[src/rtl/pmic_rail_sequencer.sv]
// Power-rail sequencer: brings NUM_RAILS regulators up in ascending order and down in
// descending order with tick-paced spacing, pg timeout supervision and fault shutdown.
module pmic_rail_sequencer #(
    parameter int NUM_RAILS  = 4,
    parameter int DLY_W      = 8,
    parameter int PG_TIMEOUT = 16
) (
    input  logic                 original_clk,
    input  logic                 rst_n,
    input  logic                 tick,
    input  logic                 pwr_req,
    input  logic [NUM_RAILS-1:0] pg,
    input  logic                 fault,
    input  logic [DLY_W-1:0]     dly_cfg,
    output logic [NUM_RAILS-1:0] rail_en,
    output logic                 busy,
    output logic                 pwr_good,
    output logic                 err,
    output logic [2:0]           state
);
    localparam int IDX_W = $clog2(NUM_RAILS);
    localparam int TO_W  = $clog2(PG_TIMEOUT);
    localparam int CNT_W = (DLY_W > TO_W) ? DLY_W : TO_W;
    localparam logic [CNT_W-1:0] TO_LAST  = CNT_W'(PG_TIMEOUT - 1);
    localparam logic [IDX_W-1:0] IDX_TOP  = IDX_W'(NUM_RAILS - 1);
    localparam logic [IDX_W-1:0] IDX_NEXT = IDX_W'(NUM_RAILS - 2);

    typedef enum logic [2:0] {
        OFF      = 3'd0,
        UP_WAIT  = 3'd1,
        UP_DLY   = 3'd2,
        ON       = 3'd3,
        DOWN_DLY = 3'd4,
        FAULT    = 3'd5
    } state_t;

    state_t               st;
    logic [IDX_W-1:0]     idx;
    logic [CNT_W-1:0]     cnt;
    logic [CNT_W-1:0]     dly_lat;
    logic [NUM_RAILS-1:0] upto_idx;
    logic                 fault_hit;
    logic                 pg_lost;
    logic                 pg_timeout;
    logic                 abort;
    logic                 to_fault;
    logic                 step_down;

    assign state = st;

    always_comb begin
        upto_idx = '0;
        for (int k = 0; k < NUM_RAILS; k++) begin
            upto_idx[k] = (IDX_W'(k) <= idx);
        end
    end

    // Enabled rails above idx are excluded, so a rail switched off in DOWN_DLY may drop pg freely.
    assign fault_hit  = fault && (st != OFF) && (st != FAULT);
    assign pg_lost    = ((st == UP_DLY) || (st == ON) || (st == DOWN_DLY)) &&
                        (|(rail_en & ~pg & upto_idx));
    assign pg_timeout = (st == UP_WAIT) && !pg[idx] && tick && (cnt == TO_LAST);
    assign abort      = ((st == UP_WAIT) || (st == UP_DLY)) && !pwr_req;
    assign to_fault   = fault_hit || pg_lost || pg_timeout;
    assign step_down  = abort || ((st == DOWN_DLY) && (cnt == dly_lat));

    always_ff @(posedge original_clk) begin
        if (!rst_n) begin
            st       <= OFF;
            rail_en  <= '0;
            busy     <= 1'b0;
            pwr_good <= 1'b0;
            err      <= 1'b0;
            idx      <= '0;
            cnt      <= '0;
        end else if (to_fault) begin
            st       <= FAULT;
            rail_en  <= '0;
            busy     <= 1'b0;
            pwr_good <= 1'b0;
            err      <= 1'b1;
        end else if (step_down) begin
            // Shared by a power-up abort and a completed power-down spacing interval.
            rail_en[idx] <= 1'b0;
            cnt          <= '0;
            pwr_good     <= 1'b0;
            if (idx == '0) begin
                st   <= OFF;
                busy <= 1'b0;
            end else begin
                st      <= DOWN_DLY;
                idx     <= idx - 1'b1;
                dly_lat <= CNT_W'(dly_cfg);
                busy    <= 1'b1;
            end
        end else begin
            case (st)
                OFF: begin
                    if (pwr_req && !fault) begin
                        st      <= UP_WAIT;
                        rail_en <= {{(NUM_RAILS-1){1'b0}}, 1'b1};
                        idx     <= '0;
                        cnt     <= '0;
                        err     <= 1'b0;
                        busy    <= 1'b1;
                    end
                end
                UP_WAIT: begin
                    if (pg[idx]) begin
                        if (idx == IDX_TOP) begin
                            st       <= ON;
                            busy     <= 1'b0;
                            pwr_good <= 1'b1;
                        end else begin
                            st      <= UP_DLY;
                            cnt     <= '0;
                            dly_lat <= CNT_W'(dly_cfg);
                        end
                    end else if (tick) begin
                        cnt <= cnt + 1'b1;
                    end
                end
                UP_DLY: begin
                    if (cnt == dly_lat) begin
                        st                  <= UP_WAIT;
                        idx                 <= idx + 1'b1;
                        rail_en[idx + 1'b1] <= 1'b1;
                        cnt                 <= '0;
                    end else if (tick) begin
                        cnt <= cnt + 1'b1;
                    end
                end
                ON: begin
                    if (!pwr_req) begin
                        st                 <= DOWN_DLY;
                        rail_en[IDX_TOP]   <= 1'b0;
                        idx                <= IDX_NEXT;
                        cnt                <= '0;
                        dly_lat            <= CNT_W'(dly_cfg);
                        busy               <= 1'b1;
                        pwr_good           <= 1'b0;
                    end
                end
                DOWN_DLY: begin
                    if (tick) begin
                        cnt <= cnt + 1'b1;
                    end
                end
                FAULT: begin
                    if (!pwr_req && !fault) begin
                        st <= OFF;
                    end
                end
                default: st <= OFF;
            endcase
        end
    end
endmodule
[config.mk]
export PLATFORM = sky130hd
export DESIGN_NAME = pmic_rail_sequencer
export DESIGN_NICKNAME = d
export VERILOG_FILES = /design/src/rtl/pmic_rail_sequencer.sv
export SDC_FILE = /design/constraint.sdc
export NUM_CORES = 1
export LEC_CHECK = 0
export CAP_MARGIN = 20
export CORE_UTILIZATION = 50
export CTS_CLUSTER_DIAMETER = 120
export DETAILED_ROUTE_END_ITERATION = 8
export GPL_ROUTABILITY_DRIVEN = 1
export PLACE_DENSITY = 0.75
export SLEW_MARGIN = 15
export SYNTH_ARGS = -nofsm -noshare
export SYNTH_HDL_FRONTEND = slang
export SYNTH_SLANG_ARGS = --single-unit
export TNS_END_PERCENT = 10
[constraint.sdc]
create_clock -name original_clk -period 2.34 [get_ports original_clk]
set_input_delay 0.585 -clock original_clk [delete_from_list [all_inputs] [get_ports original_clk]]
set_output_delay 0.585 -clock original_clk [all_outputs]
set_load 0.005 [all_outputs]
After elaboration in Yosys (flattened, before gate mapping)
Cells that the tools add are included.
{"block": "classes", "addsub": 3, "muxes": 56, "order_cmp": 8, "bitwise_logic": 8, "n_eq_ne": 29, "reduce_logical": 45}
{"cell": "$mux 8", "count": 12}
{"cell": "$pmux 8 s5", "count": 1}
{"cell": "$mux 3", "count": 8}
{"cell": "$ne 3x3->1 const B", "count": 6}
{"cell": "$pmux 3 s6", "count": 1}
{"cell": "$reduce_and 6->1", "count": 3}
{"cell": "$mux 1", "count": 17}
{"cell": "$ne 4x4->1 const B", "count": 4}
{"cell": "$pmux 8 s2", "count": 1}
{"cell": "$and 4x4->4", "count": 3}
{"cell": "$logic_and 1x1->1", "count": 12}
{"cell": "$mux 4", "count": 3}
{"cell": "$mux 2", "count": 5}
{"cell": "$reduce_and 5->1", "count": 2}
{"cell": "$ne 3x2->1 const B", "count": 3}
{"cell": "$reduce_bool 3->1", "count": 3}
{"cell": "$add 8x1->8 const B", "count": 1}
{"cell": "$eq 8x4->1 const B", "count": 1}
{"cell": "$eq 8x8->1", "count": 1}
{"cell": "$ne 2x2->1 const B", "count": 4}
{"cell": "$ne 4x3->1 const B", "count": 2}
{"cell": "$not 4->4", "count": 2}
{"cell": "$reduce_and 4->1", "count": 2}
{"cell": "$reduce_bool 4->1", "count": 2}
{"cell": "30 further kinds", "count": 50}
{"block": "word_totals", "elab_cells": 159, "reg_bits": 28, "inputBits": 17}

Logic depth before layout (Yosys ltp)
Gate-level depths: netlist (run 1).
{"block": "logic_depth", "ltp_word": 9, "ltp_mapped": 8}

Worst setup path after synthesis (run 1)
No wires, ideal clock.
{"block": "synth_timing", "path_kind": "flip-flop to flip-flop", "start": "register cnt[4]", "end": "register dly_lat[0] (enable)", "setup_slack_ns": -0.054, "n_path_buf": 2, "arrival_time_ns": 2.024, "setup_ns": 0.370, "stages_incl_launch_ff": 9, "required_time_ns": 1.970, "path_cell_list": "dfxtp_1 > buf_2 > xor2_1 > nor4_2 > nand3_1 > and2_4 > buf_6 > o22a_1 > nor3_2"}
{"block": "synth_between", "elab_chain_cells": 5, "elab_cells_between_ends": 13, "classes_between": "eq/ne: 6; bitwise: 1; reduce/logical: 6"}
{"item": "start, declared", "line": "39", "text": "logic [CNT_W-1:0] cnt;"}
{"item": "start signal, assigned", "line": "120", "text": "cnt <= cnt + 1'b1;"}
{"item": "start signal, assigned", "line": "130", "text": "cnt <= cnt + 1'b1;"}
{"item": "start signal, assigned", "line": "146", "text": "cnt <= cnt + 1'b1;"}
{"item": "$eq 8x8->1 / $eq 8x4->1 (equally long branches)", "line": "65, 62"}
{"item": "$logic_and 1x1->1 (on tied branches)", "line": "65, 62"}
{"item": "$logic_or 1x1->1 (on tied branches)", "line": "65, 64"}
{"item": "$ne 3x3->1 (no line), or another cell as far along"}
{"item": "$reduce_and 7->1 (no line) (*)"}
{"item": "end signal, assigned", "line": "93", "text": "dly_lat <= CNT_W'(dly_cfg);"}
{"item": "end signal, assigned", "line": "117", "text": "dly_lat <= CNT_W'(dly_cfg);"}
{"item": "end signal, assigned", "line": "139", "text": "dly_lat <= CNT_W'(dly_cfg);"}
{"item": "end, declared", "line": "40", "text": "logic [CNT_W-1:0] dly_lat;"}
Every way passes the cells marked *; elsewhere a longest branch is shown, timed or not.
A chain may end at the register's enable or synchronous reset.

Worst setup path after layout (run 1)
{"block": "layout_timing", "start": "register cnt[6]", "end": "register dly_lat[0] (enable)"}
The elaborated chain is that of the path after synthesis.

==> run summary, run 1 <==
Between clock sinks in the finished design, the worst skew comes to 9.57 ps. The slew of the pin with the lowest slew margin was 628 ps; the post-synthesis sequential element count was 28. For the initial core utilization, the log shows 0.533.

The largest total area in the synthesized netlist belongs to dfxtp_1. The first global-routing pass estimated 9540 um of wire. Subtracting the final worst setup slack from the clock period gives 2270 ps.

The run gives 2219 as the number of vias after detailed routing. The CTS sink count was 28; the post-synthesis instance area was 0.00201 mm2. The tools report the combinational cell fraction of total power as 0.431. The commonest cells after synthesis are nand2_1 (22), dfxtp_1 (20), nor2_1 (19).

The longest individual stage delay on the worst path was 410 ps; the switching power share of the total was 0.358. In this run the core area contains 22 standard-cell rows. The number of fillers in the final layout is 264. In the post-synthesis netlist, the cell with the most instances is nand2_1. The growth of design area from synthesis to finish is 38.2%, and the share of the core filled with cells is 0.737. For the number of global-route vias before repair, the log shows 1967.

For this run, the number of Yosys warnings is 0. Synthesis instantiated 56 different standard cells from the library. The clock-pin slew of the registers on the worst-case setup and hold paths works out to 100 ps.

Kind of end point of the critical path: a register. After synthesis, the cell types taking the most area are dfxtp_1 (20%), edfxtp_1 (12%), ha_1 (5.6%). The average instance in the mapped netlist occupies 8.31 um2. The worst-case IR drop observed on VDD is 0.532 mV. The final routed DRC violation total came out at 0.

The share of total power in sequential cells is 0.382, and the number of nets in the layout is 336. The logs give 0 for the final setup violation count and 1.17 nW for the leakage power. The run gives 0.186 as the clock power share.

TritonCTS built the clock tree. For the area of the core, the log shows 0.00377 mm2. The flow ran to the end, and the final reports show no timing, DRC or antenna violations. For the max-slew violation count, the log shows 0. The critical path is of the reg -> reg type. After detailed placement, the design holds a cell count of 349.

The maximum frequency from static timing analysis was 0.440 GHz; the number of enable flip-flop cells after synthesis was 8. The x dimension of the die came out at 65.4 um. Of all nets on the critical path, the largest fanout is 8. The overall track demand over capacity in global routing is 0.288, and the internal power summed over all cells is 0.000942 W.

The total of max-cap violations came out at 0. The fraction of registers with async set or reset after synthesis was 0. The sequential share of the synthesized area was 0.319; the count of pins on the block boundary was 27. Using the TritonRoute via totals, the vias-per-cell ratio works out to 6.22. The run gives 2340 ps as the critical path data required time.

No sink is reached through more buffers than the 2 on the longest clock path. Measured along the y axis, the die boundary spans 65.4 um. The share of the clock period used by the worst path after layout was 0.971.

During placement, the flow inserted port buffers numbering 26. For this run, the detailed router's first-pass iteration total came to 5. The critical path arrival was 2270 ps.

Post-detailed-routing wire length: 6070 um. Number of antenna violations at the first check in global routing: 0. The cell sitting at the root of the clock tree is a clkbuf_8. For the headroom to the max-slew limit, the log shows 0.577. TritonCTS created 3 clock buffers. The power per cell area was 528 mW/mm2. On the critical path, the stage with the largest delay is an instance of nor4_1.

Placed wire-length estimate: 4180 um. The later pin in the worst-skew pair is clocked with a latency of 280 ps. The fraction of final layout cells with drive strength greater than 1 was 0.239. Number of levels in the clock H-tree: 1. The run gives 0 as the number of antenna-violating nets in the routed design.

For the post-synthesis net count, the log shows 268. Among all flip-flop cells after synthesis, the most frequent one is dfxtp_1. The detailed-route wire length per cell is 17.0 um, and the reported net switching power is 0.000524 W.

The top cell type's share of synthesized area works out to 0.199. The antenna diode count is 0, and the count of mapped cells out of synthesis is 242. For this block, the initial DRC count from the detailed router was 268. The worst hold path class is reg -> reg. The logs give 0 for the final hold violation count and 357 for the final standard cell count with taps included and fillers excluded. The tools report the area of the die as 0.00428 mm2. Entering global routing, the biggest net connects 19 pins.

Final estimated routing congestion in global placement: 0.978. The sum of overflow across all layers after global routing was 0. The critical path goes through xor2_1 > nor4_1 > nand3_1 > and2_4 > o22a_1 > nor3_4 > buf_12. STA classifies the critical path startpoint as a register.
[through the flow]
step	setup TNS (ps)	hold WS [ps]	total power, W	cell area (um2)	worst slack [ps]
6_report	0	453	0.00147	2780	67.1
3_5_place_dp	-6490	443	0.00114	2630	-290
2_1_floorplan	0	443	0.000897	2020	50.1
3_3_place_gp	-6030	438	0.00113	2630	-293
4_1_cts	0	458	0.00141	2680	6.67
5_1_grt	-384	464	0.00154	2780	-48.2
[critical path: cells and delay by family (launching register included)]
family	cells	cell delay [ps]
AO/OA/AOI/OAI	1	230
AND/OR/NAND/NOR	4	1050
buffers and inverters	1	150
flip-flops	1	360
XOR/XNOR	1	200
[power by group through the flow]
stage	Combinational (W)	Clock, W	Sequential [W]
2_1_floorplan	0.000330	0	0.000567
3_3_place_gp	0.000561	0	0.000571
3_5_place_dp	0.000566	0	0.000571
4_1_cts	0.000570	0.000279	0.000560
5_1_grt	0.000680	0.000295	0.000564
6_report	0.000633	0.000273	0.000561
[final cells by class]
type,instances,area [um2],share of cell area
timing repair buffer,76,674,0.243
inverter,10,37.5,0.0135
clock inverter,1,3.75,0.00135
clock buffer,3,41.3,0.0149
multi-input combinational,191,1320,0.475
sequential,28,642,0.231
tap,48,60.1,0.0216
[layer usage]
layer  vias to the layer above  part of all wire  track usage  routed length [um]
li1                       1033                 -            -                   -
met1                      1039              0.43        0.412                2620
met2                       126              0.47        0.457                2830
met3                        21             0.078       0.0417                 475
met4                         0             0.023       0.0598                 142
met5                         -                 0            0                   0
[layout by cell type, fill, tap and decap left out, types with 4 or more instances in the layout]
| cell type | n |
|---|---|
| buf_4 | 47 |
| clkdlybuf4s50_1 | 22 |
| nand2_1 | 21 |
| dfxtp_1 | 19 |
| nor2_1 | 18 |
| nand3_1 | 18 |
| nand4_1 | 14 |
| a21oi_1 | 13 |
| inv_1 | 10 |
| ha_1 | 9 |
| xor2_1 | 8 |
| o21ai_0 | 8 |
| edfxtp_1 | 8 |
| or3_1 | 4 |
| nor4_1 | 4 |
| nand2b_1 | 4 |
| nor3_1 | 4 |
| and3_1 | 4 |
| dlymetal6s2s_1 | 4 |
[state kept, by name (all words and copies together) (netlist names)]
register / flops
err: 1
dly_lat: 8
idx: 2
state: 3
busy: 1
cnt: 8
pwr_good: 1
rail_en: 4
[what timing repair did]
item,CTS,global route
buffers inserted,0,4
gates resized for setup,0,15
hold buffers,0,0
endpoints found under the hold margin,0,0
setup endpoints to repair,0,23
[cell families after synthesis]
| group | count (synthesis) | share of synthesized area |
|---|---|---|
| simple gates | 114 | 0.315 |
| compound gates | 54 | 0.189 |
| flops | 28 | 0.319 |
| buf+inv | 23 | 0.0504 |
| xor+xnor | 9 | 0.0392 |
| fa+ha+maj | 9 | 0.0560 |
| mux | 5 | 0.0317 |
[worst paths after layout]
kind,start,endpoint,slack [ps],depth (start not counted)
worst min register to register,busy,busy,450,2
worst max register to register,cnt[6],dly_lat[0],70,7
worst max-delay path,cnt[6],dly_lat[0],70,7
worst min-delay path,busy,busy,450,2
Power figures use the tool's default switching activity.
==> run 2, diff against run 1 <==
--- a/config.mk
+++ b/config.mk
@@ -10,7 +10,7 @@
 export CTS_CLUSTER_DIAMETER = 120
 export DETAILED_ROUTE_END_ITERATION = 8
 export GPL_ROUTABILITY_DRIVEN = 1
-export PLACE_DENSITY = 0.75
+export PLACE_DENSITY = 0.77
 export SLEW_MARGIN = 15
 export SYNTH_ARGS = -nofsm -noshare
 export SYNTH_HDL_FRONTEND = slang
==> run 2 against run 1 <==
Effect of this change: clock skew fell by 6.1 ps; first-iteration DRC count grew 12%; non-clock buffer count fell by 4; largest power group unchanged; critical path type unchanged; global-route usage fell by 0.94 points; utilization decreased by 0.20 points; flip-flop and latch count is the same.
==> run summary, run 2 (synthesis results as in run 1) <==
For the number of violations reported at the end of detailed-routing iteration 0, the log shows 301. The worst setup path is captured at a register. After detailed routing, the number of remaining DRC violations is 0. Static timing analysis puts the maximum clock frequency at 0.441 GHz. The longest individual stage delay on the worst path works out to 570 ps.

Entering global routing, the biggest net connects 20 pins. The number of levels in the clock H-tree was 1; the number of cells on the worst reg-to-reg path was 8. The detailed-route wire length per cell was 16.5 um; the final setup violation count was 0.

The share of the clock period used by the worst path after layout is 0.969. The cell that appears most often on the critical path is nor3_4. The run finished with clean final reports.

In this run the clock root is driven by a clkbuf_8. At the end of the flow, the number of nets in the layout was 332. The longest clock path from root to sink contains 2 buffers. For the initial core utilization, the log shows 0.533.

The design draws 0.00160 W. In this run the core area contains 22 standard-cell rows. The worst setup path is of the reg -> reg kind.

Summing all flip-flop and latch instances after layout gives 641 um2. The clock power share came out at 0.245. The number of buffers added on ports is 26, and the design area is 0.00277 mm2. Walking the worst path, the cells encountered are buf_4 > mux4_2 > or2_4 > nor3_4 > nor2_2 > nand2_2 > nor3_4 > buf_12. The worst hold path class is reg -> reg.

The number of antenna diodes in the final layout is 0. The final estimated routing congestion in global placement is 0.936, and the peak supply drop is 0.433 mV. Summing over every cut layer, the via total after detailed routing is 2223. The final-layout setup total negative slack was 0 ps. The average via count per standard cell is 6.30, and the final hold violation count is 0. Data on the critical path arrives at its endpoint at 2330 ps. The placed instances occupy a cell area of 0.00262 mm2.

The area of the core is 0.00377 mm2. In the final layout, the registers with the most flip-flops are cnt x8, dly_lat x8, rail_en x4. TritonCTS built the clock tree. The number of fillers in the final layout is 248, and the headroom to the max-slew limit is 0.619. Growth of design area from synthesis to finish: 37.8%. The launch instance of the worst register-to-register path is idx[0]. First-pass detailed-route iteration total: 6. The sum of overflow across all layers after global routing came out at 0.

The die covers 0.00428 mm2. The slew of the pin with the lowest slew margin came out at 570 ps. The detail route stage leaves a number of antenna-violating nets equal to 0. After legalization and detailed placement, the total HPWL measured 4320 um. The tool flagged a number of max-cap violations equal to 0. The run gives 3 as the number of buffers created by CTS.

The max-slew violation count is 0, and the number of global-route vias before repair is 1907. Leaving out fill and tap cells, the most frequent cells in the layout are buf_4 (43), clkdlybuf4s50_1 (22), nand2_1 (21). Worst hold path endpoint: busy. Clock latency on the worst-skew pair, taken at its later pin, is 280 ps. The tools report the share of total power in sequential cells as 0.352. Summed over all layers, the routed wires come to 5830 um. The power per cell area came out at 577 mW/mm2.

The multi-input combinational cells in the finished layout cover a total of 0.00131 mm2. The die is 65.4 um tall. The fraction of final layout cells with drive strength greater than 1 is 0.223. Data on the critical path is required at its endpoint by 2400 ps.

The setup check on the worst reg-to-reg path leaves a slack of 70 ps. The worst hold path begins at busy. For the count of pins on the block boundary, the log shows 27. The combinational cell fraction of total power is 0.404. The overall track demand over capacity in global routing is 0.279, and the minimum period implied by the final worst setup slack is 2270 ps. The number of antenna violations at the first check in global routing is 0, and the x dimension of the die is 65.4 um.

For the reported net switching power, the log shows 0.000530 W. After clock tree synthesis, the flow added hold-fix buffers numbering 0. The worst setup path is launched from a register. The cell with the largest stage delay on the worst path was mux4_2.

The clock-pin slew of the registers on the worst-case setup and hold paths works out to 100 ps. In this run the worst path has a maximum fanout of 8. The tools report the setup clock skew after layout as 3.42 ps. Leaving out fill and tap cells, the most frequent cell in the layout is buf_4. Clock tree synthesis found a total of 28 sinks. The switching power share of the total was 0.332; the first-pass GRT wire length was 9070 um.

Summed over all cells, the static leakage comes to 1.16 nW. Internal power comes to 0.00107 W. In this run the critical register-to-register path is captured at dly_lat[1]. The number of instances on the worst hold path came out at 2.
-- run 2: changes by cell type in the layout (fill, tap and decap cells not counted), sizes merged --
cell	previous run	this run
buf	50	46
bufinv	0	1
clkinv	1	0
-- run 2: how the worst max path moves through the flow --
stage | endpoint | slack [ps] | startpoint | depth (start not counted)
2_1_floorplan | dly_lat[0] | 50 | cnt[4] | 8
3_3_place_gp | state[1] | -270 | pg[3] | 8
3_5_place_dp | dly_lat[1] | -310 | pg[1] | 6
4_1_cts | cnt[1] | -10 | pg[3] | 7
5_1_grt | idx[1] | -10 | fault | 9
6_report | dly_lat[1] | 70 | idx[0] | 8
-- run 2: area by class of cell --
class	instances	share of cell area
timing repair buffer	72	0.236
clock buffer	3	0.0149
clock inverter	1	0.0108
inverter	10	0.0135
multi-input combinational	191	0.472
sequential	28	0.231
tap	48	0.0217
-- run 2: worst max-delay path, delay by kind of cell (launching register included) --
kind,cells,cell delay [ps]
flops,1,340
simple gates,5,840
mux,1,570
buf+inv,2,290
-- run 2: per-stage QoR --
stage               hold WS, ps   util  instances  setup slack (ps)
floorplan                   443      -        242              50.1
finish                      460  0.735        353              71.5
global route                481  0.735        353             -13.5
global placement            441  0.695        346              -268
CTS                         472  0.716        350             -11.5
detailed placement          457  0.695        346              -306
-- run 2: repair_timing --
item                                    CTS  global route
endpoints found under the setup margin   13            20
setup buffers                             0             3
resized for setup                         1             9
pin swaps                                 1             4
-- run 2: power groups by stage --
stage	logic, W	registers [W]	clock network, W
after floorplan	0.000330	0.000567	0
after global placement	0.000584	0.000571	0
after CTS	0.000602	0.000561	0.000389
after detailed placement	0.000596	0.000572	0
final	0.000645	0.000562	0.000391
after global routing	0.000689	0.000566	0.000415
-- run 2: routing by layer --
layer	global-route usage	vias to the layer above	share of wire	wire (um)
li1	-	1028	-	-
met1	0.384	1035	0.41	2380
met2	0.445	137	0.48	2790
met3	0.0451	23	0.082	480
met4	0.0842	0	0.030	173
met5	0	-	0	0
